===== config.mk =====
export PLATFORM = sky130hd
export DESIGN_NAME = godai_mem_arbiter
export DESIGN_NICKNAME = d
export VERILOG_FILES = /design/src/rtl/godai_mem_arbiter.sv
export SDC_FILE = /design/constraint.sdc
export NUM_CORES = 1
export LEC_CHECK = 0
export ABC_AREA = 1
export BUFFER_PORTS_ARGS = -buffer_cell sky130_fd_sc_hd__buf_2
export CAP_MARGIN = 20
export CORE_AREA = 2 2 109 111
export CTS_BUF_LIST = sky130_fd_sc_hd__clkbuf_8
export DETAILED_ROUTE_END_ITERATION = 8
export DIE_AREA = 0 0 111 113
export PLACE_DENSITY = 0.46
export SYNTH_ARGS = -nofsm -noshare
export SYNTH_HDL_FRONTEND = slang
export SYNTH_SLANG_ARGS = --single-unit
export TNS_END_PERCENT = 100

===== constraint.sdc =====
create_clock -name clk -period 1.2 [get_ports clk]
set_input_delay 0.24 -clock clk [delete_from_list [all_inputs] [get_ports clk]]
set_output_delay 0.24 -clock clk [all_outputs]
set_load 0.05 [all_outputs]

===== src/rtl/godai_mem_arbiter.sv =====
// godai_mem_arbiter
// Shares one req/gnt/rvalid memory port between an instruction requester and
// a data requester, with at most one transaction outstanding at a time.
//
// Ports
//   clk, rst        : single clock; asynchronous active-high reset
//   instr_*         : instruction requester (read-only): req/addr in, gnt/rvalid/rdata out
//   data_*          : data requester: req/addr/we/be/wdata in, gnt/rvalid/rdata/err out
//   mem_*           : shared memory port: req/addr/we/be/wdata out, gnt/rvalid/rdata/err in
//   busy_o          : arbiter is not idle
//   protocol_err_o  : one-cycle registered pulse after an unexpected mem_rvalid_i
module godai_mem_arbiter #(
  parameter int ADDR_WIDTH = 32,
  parameter int DATA_WIDTH = 32
) (
  input  logic                  clk,
  input  logic                  rst,
  input  logic                  instr_req_i,
  input  logic [ADDR_WIDTH-1:0] instr_addr_i,
  output logic                  instr_gnt_o,
  output logic                  instr_rvalid_o,
  output logic [DATA_WIDTH-1:0] instr_rdata_o,
  input  logic                  data_req_i,
  input  logic [ADDR_WIDTH-1:0] data_addr_i,
  input  logic                  data_we_i,
  input  logic [3:0]            data_be_i,
  input  logic [DATA_WIDTH-1:0] data_wdata_i,
  output logic                  data_gnt_o,
  output logic                  data_rvalid_o,
  output logic [DATA_WIDTH-1:0] data_rdata_o,
  output logic                  data_err_o,
  output logic                  mem_req_o,
  output logic [ADDR_WIDTH-1:0] mem_addr_o,
  output logic                  mem_we_o,
  output logic [3:0]            mem_be_o,
  output logic [DATA_WIDTH-1:0] mem_wdata_o,
  input  logic                  mem_gnt_i,
  input  logic                  mem_rvalid_i,
  input  logic [DATA_WIDTH-1:0] mem_rdata_i,
  input  logic                  mem_err_i,
  output logic                  busy_o,
  output logic                  protocol_err_o
);

  typedef enum logic [1:0] {
    IDLE        = 2'd0,
    WAIT_GNT    = 2'd1,
    WAIT_RVALID = 2'd2
  } state_t;

  typedef enum logic {
    OWN_INSTR = 1'b0,
    OWN_DATA  = 1'b1
  } owner_t;

  state_t state_q, state_d;
  owner_t owner_q, owner_d;
  owner_t last_owner_q, last_owner_d;
  logic   protocol_err_q, protocol_err_d;

  owner_t winner;
  owner_t sel_owner;
  logic   sel_req;
  logic   req_active;
  logic   gnt;
  logic   rvalid;

  always_ff @(posedge clk or posedge rst) begin
    if (rst) begin
      state_q        <= IDLE;
      owner_q        <= OWN_INSTR;
      last_owner_q   <= OWN_DATA;
      protocol_err_q <= 1'b0;
    end else begin
      state_q        <= state_d;
      owner_q        <= owner_d;
      last_owner_q   <= last_owner_d;
      protocol_err_q <= protocol_err_d;
    end
  end

  always_comb begin
    // Round-robin tie break: on contention the side that did not win last time goes.
    winner = OWN_INSTR;
    if (instr_req_i && data_req_i) begin
      winner = (last_owner_q == OWN_INSTR) ? OWN_DATA : OWN_INSTR;
    end else if (data_req_i) begin
      winner = OWN_DATA;
    end

    // In IDLE the memory port follows the live winner; afterwards it is frozen on the owner.
    sel_owner = (state_q == IDLE) ? winner : owner_q;
    sel_req   = (sel_owner == OWN_INSTR) ? instr_req_i : data_req_i;

    req_active = ((state_q == IDLE) || (state_q == WAIT_GNT)) && sel_req;
    mem_req_o  = req_active && !rst;
    gnt        = mem_req_o && mem_gnt_i;
    rvalid     = (state_q == WAIT_RVALID) && mem_rvalid_i && !rst;

    if (sel_owner == OWN_INSTR) begin
      mem_addr_o  = instr_addr_i;
      mem_we_o    = 1'b0;
      mem_be_o    = 4'b1111;
      mem_wdata_o = '0;
    end else begin
      mem_addr_o  = data_addr_i;
      mem_we_o    = data_we_i;
      mem_be_o    = data_be_i;
      mem_wdata_o = data_wdata_i;
    end

    instr_gnt_o    = gnt && (sel_owner == OWN_INSTR);
    data_gnt_o     = gnt && (sel_owner == OWN_DATA);
    instr_rvalid_o = rvalid && (owner_q == OWN_INSTR);
    data_rvalid_o  = rvalid && (owner_q == OWN_DATA);
    instr_rdata_o  = instr_rvalid_o ? mem_rdata_i : '0;
    data_rdata_o   = data_rvalid_o ? mem_rdata_i : '0;
    data_err_o     = data_rvalid_o && mem_err_i;

    busy_o         = (state_q != IDLE);
    protocol_err_o = protocol_err_q;
  end

  always_comb begin
    state_d        = state_q;
    owner_d        = owner_q;
    last_owner_d   = last_owner_q;
    // A response with nothing outstanding is dropped and flagged.
    protocol_err_d = mem_rvalid_i && (state_q != WAIT_RVALID);
    unique case (state_q)
      IDLE: begin
        if (req_active) begin
          owner_d = winner;
          if (mem_gnt_i) begin
            state_d      = WAIT_RVALID;
            last_owner_d = winner;
          end else begin
            state_d = WAIT_GNT;
          end
        end
      end
      WAIT_GNT: begin
        // Owner withdrew before grant: abandon without crediting it in round-robin.
        if (!req_active) begin
          state_d = IDLE;
        end else if (mem_gnt_i) begin
          state_d      = WAIT_RVALID;
          last_owner_d = owner_q;
        end
      end
      WAIT_RVALID: begin
        if (mem_rvalid_i) begin
          state_d = IDLE;
        end
      end
      default: state_d = IDLE;
    endcase
  end

endmodule


==> summary.md <==
| Metric | Value |
|---|---|
| Layout filler cell count | `970` |
| Total wire length | `11.3 mm` |
| Most instantiated flip-flop cell in the synthesis netlist | `sky130_fd_sc_hd__dfrtp_1` |
| Height of the die | `113 um` |
| Post-detailed-route count of antenna-violating nets | `0` |
| DP Worst Slack | `-587 ps` |
| Launch point of the critical path | `state_q[0]` |
| Type of destination of the critical path | `output port` |
| Type of the worst min-delay path | `in2async` |
| Post-Route Setup TNS | `-96120 ps` |
| Cell family with the largest share of critical-path delay | `simple AND/OR/NAND/NOR gates` |
| Max-slew headroom at the worst pin | `84.2%` |
| Total routing usage reported by global routing | `16.1%` |
| Area of the core | `0.0113 sq mm` |
| Clk network pwr share | `1.9%` |
| Switching part of the total | `57.8%` |
| Clock slew at the register clock pins of the worst setup and hold paths | `40 ps` |
| Root cell of the clock tree | `sky130_fd_sc_hd__clkbuf_8` |
| RePlAce Congestion | `0.872` |
| Mean Syn Cell Area | `4.47 sq um` |
| Highest ir drop seen on vdd | `0.00223 V` |
| Number of nets in the synthesized netlist | `469` |
| Share of flip-flops with an asynchronous set or reset | `100%` |
| Number of hold buffers added after cts | `0` |
| Share of post-route cells with drive strength above 1 | `81.4%` |
| Synth top cells by count | `107 x sky130_fd_sc_hd__nand2_1, 105 x sky130_fd_sc_hd__nor2_1, 71 x sky130_fd_sc_hd__inv_1, 9 x sky130_fd_sc_hd__buf_2, 7 x sky130_fd_sc_hd__buf_6` |
| Number of levels in the clock H-tree | `1` |
| Maximum cell stage delay along the critical path | `430 ps` |
| Starting density of the core | `13.1%` |
| Least-Margin Pin Slew | `237 ps` |
| Top area cells in the synthesized netlist | `sky130_fd_sc_hd__nand2_1 27%, sky130_fd_sc_hd__nor2_1 27%, sky130_fd_sc_hd__inv_1 18%` |
| Area added between synthesis and finish | `318%` |
| CP max-delay cell | `sky130_fd_sc_hd__dfrtp_1` |
| Final antenna diode count | `0` |
| Width of the die | `111 um` |
| EDFF count, synth | `0` |
| Buf/Inv on CP | `3` |
| Proportion of power drawn by combinational gates | `96.2%` |
| Final critical-path share of the clock period | `164%` |
| Failing checks | `setup timing` |
| Pin count of the biggest net entering global routing | `18` |
| Max_cap viols | `0` |
| Total via count in the routed design | `3157` |
| Highest Clock Rate | `0.509 GHz` |
| Nets@finish | `787` |
| Switching component of the power | `9680 uW` |
| Io pins | `281` |
| # clock sinks | `5` |
| Proportion of netlist area held by the largest area contributor | `27.3%` |
| Count of endpoints failing setup in the final report | `143` |
| Highest net fanout along the worst path | `11` |
| Residual DRC count | `0` |
| Count of routing violations after the opening detailed-route iteration | `71` |
| Startpoint type of the worst setup path | `flop` |
| Most instantiated library cell after synthesis | `sky130_fd_sc_hd__nand2_1` |
| Static Leakage | `0.00314 uW` |
| RSZ-0062 raised after global routing | `yes` |
| Internal power component | `7070 uW` |
| Standard-cell row count | `39` |
| Post-route cell area | `0.00615 sq mm` |
| Per-cell via count in the routed design | `4.00` |
| Cell count after synthesis | `329` |
| Clock latency reported for the late side of the worst-skew pair | `230 ps` |
| Global-route wire length before repair | `16.6 mm` |
| Yosys synthesis warning count | `0` |
| Critical register-to-register path startpoint | `state_q[1]` |
| Length of the first detailed-routing pass in iterations | `4` |
| Final Critical Period | `1970 ps` |
| Max Clock Skew | `6.44 ps` |
| Sum of overflow across all layers after global routing | `0` |
| Startpoint-to-endpoint class of the critical path | `reg2out` |
| Post-route worst setup slack | `-766 ps` |
| Part of the power in registers | `2.0%` |
| Netlist Area Pre-Place | `0.00147 sq mm` |
| Placed cell areas | `0.00447 sq mm` |
| Max clock buf depth | `2` |
| WP data arrival | `1730 ps` |
| Run status | `finished with violations` |
| CP Cell Sequence | `nor2_4 > nand3_4 > nand2_4 > clkinv_8 > buf_16 > or2_4 > buf_6` |
| Pins over their slew limit | `0` |
| Req. time, crit path | `960 ps` |
| Clock buffers created by TritonCTS | `3` |
| Vias in the first global route | `3345` |
| Post-route core utilization | `54.6%` |
| CTS tree | `yes` |
| Register bit total from synthesis | `5` |
| Cell accounting for the most synthesized area | `sky130_fd_sc_hd__nand2_1` |
| Final number of hold-violating endpoints | `0` |
| Part of the Yosys area used for sequential elements | `8.59%` |
| Die footprint | `0.0125 sq mm` |
| Avg WL per Cell | `14.3 um` |
| Number of port buffers | `280` |
| Power per Cell Area | `2720 mW/mm^2` |
| DP HPWL | `8.27 mm` |
| Number of antenna violations at the first check in global routing | `0` |
| Unique masters post-synth | `18` |
## worst register-to-register path: stages, from the launching register on
cell and delay [ps]:
sky130_fd_sc_hd__dfrtp_1 420, sky130_fd_sc_hd__inv_2 140, sky130_fd_sc_hd__nand2_4 80, sky130_fd_sc_hd__nand2_4 80
sky130_fd_sc_hd__nand2_4 80, sky130_fd_sc_hd__clkinv_8 100, sky130_fd_sc_hd__buf_4 180, sky130_fd_sc_hd__o21ai_0 90
## per-layer routing
| layer | wire (um) | vias to the layer above | track usage [%] |
|---|---|---|---|
| met3 | 940 | 10 | 4.82 |
| met2 | 6560 | 175 | 33.3 |
| met1 | 3680 | 1412 | 16.2 |
| met4 | 83 | 0 | 1.42 |
| li1 | - | 1560 | - |
| met5 | 0 | - | 0 |
## cell type report
class                      instances  area [sq um]  area share [%]
timing repair buffer             329          3280            53.4
inverter                          75           302            4.90
multi-input combinational        233          2220            36.0
sequential                         5           126            2.05
clock buffer                       3          41.3           0.671
clock inverter                     1          3.75          0.0610
tap                              143           179            2.91
## cells in the final DEF, fill, tap and decap left out, drive strengths merged
cell type	n
nand2	110
nand3b	1
clkinv	1
dfstp	1
nor2	108
or2	4
nand3	5
clkbuf	6
dfrtp	4
o21ai	2
inv	75
nand4	3
buf	326
## power by group through the flow
| stage | logic, uW | registers, uW | clock network (uW) |
|---|---|---|---|
| 6_report | 16100 | 330 | 313 |
| 5_1_grt | 16700 | 337 | 337 |
| 4_1_cts | 15100 | 315 | 324 |
| 3_5_place_dp | 11700 | 311 | 0 |
| 3_3_place_gp | 11600 | 310 | 0 |
| 2_1_floorplan | 8460 | 347 | 0 |
## timing repair
| action | 4_1_cts | 5_1_grt |
|---|---|---|
| setup endpoints to repair | 143 | 143 |
| pin swaps | 16 | 35 |
| gates cloned | 4 | 3 |
| setup buffers | 7 | 4 |
| gates resized for setup | 352 | 71 |
## logic make-up (layout without fill, tap and decap cells)
logic type / after synthesis / in the layout / synth area share (%)
DFF: 5 / 5 / 8.59
and+or+nand+nor: 231 / 231 / 63.2
AOI/OAI and AO/OA: 2 / 2 / 0.680
buffers and inverters: 91 / 408 / 27.6
## sequential cells by signal (all words and copies together), names as in the netlist
name / cells
state_q: 2
last_owner_q: 1
owner_q: 1
protocol_err_o: 1
## final timing paths
kind	to	slack [ps]	cells past startpoint
worst max-delay path	mem_be_o[3]	-770	7
worst min-delay path	protocol_err_o	50	3
worst max register to register	owner_q	-90	7
worst min register to register	last_owner_q	460	2
max in group asynchronous	last_owner_q	940	3
min in group clk	owner_q	270	2
## metrics by stage
| stage | cells | power (uW) | hold slack, ps |
|---|---|---|---|
| after floorplan | 329 | 8810 | 57.5 |
| after global placement | 772 | 11900 | 299 |
| after detailed placement | 772 | 12000 | 298 |
| after CTS | 785 | 15700 | 54.7 |
| after global routing | 789 | 17400 | 81.8 |
| final | 789 | 16700 | 53.8 |
(Power assumes the default switching activity.)
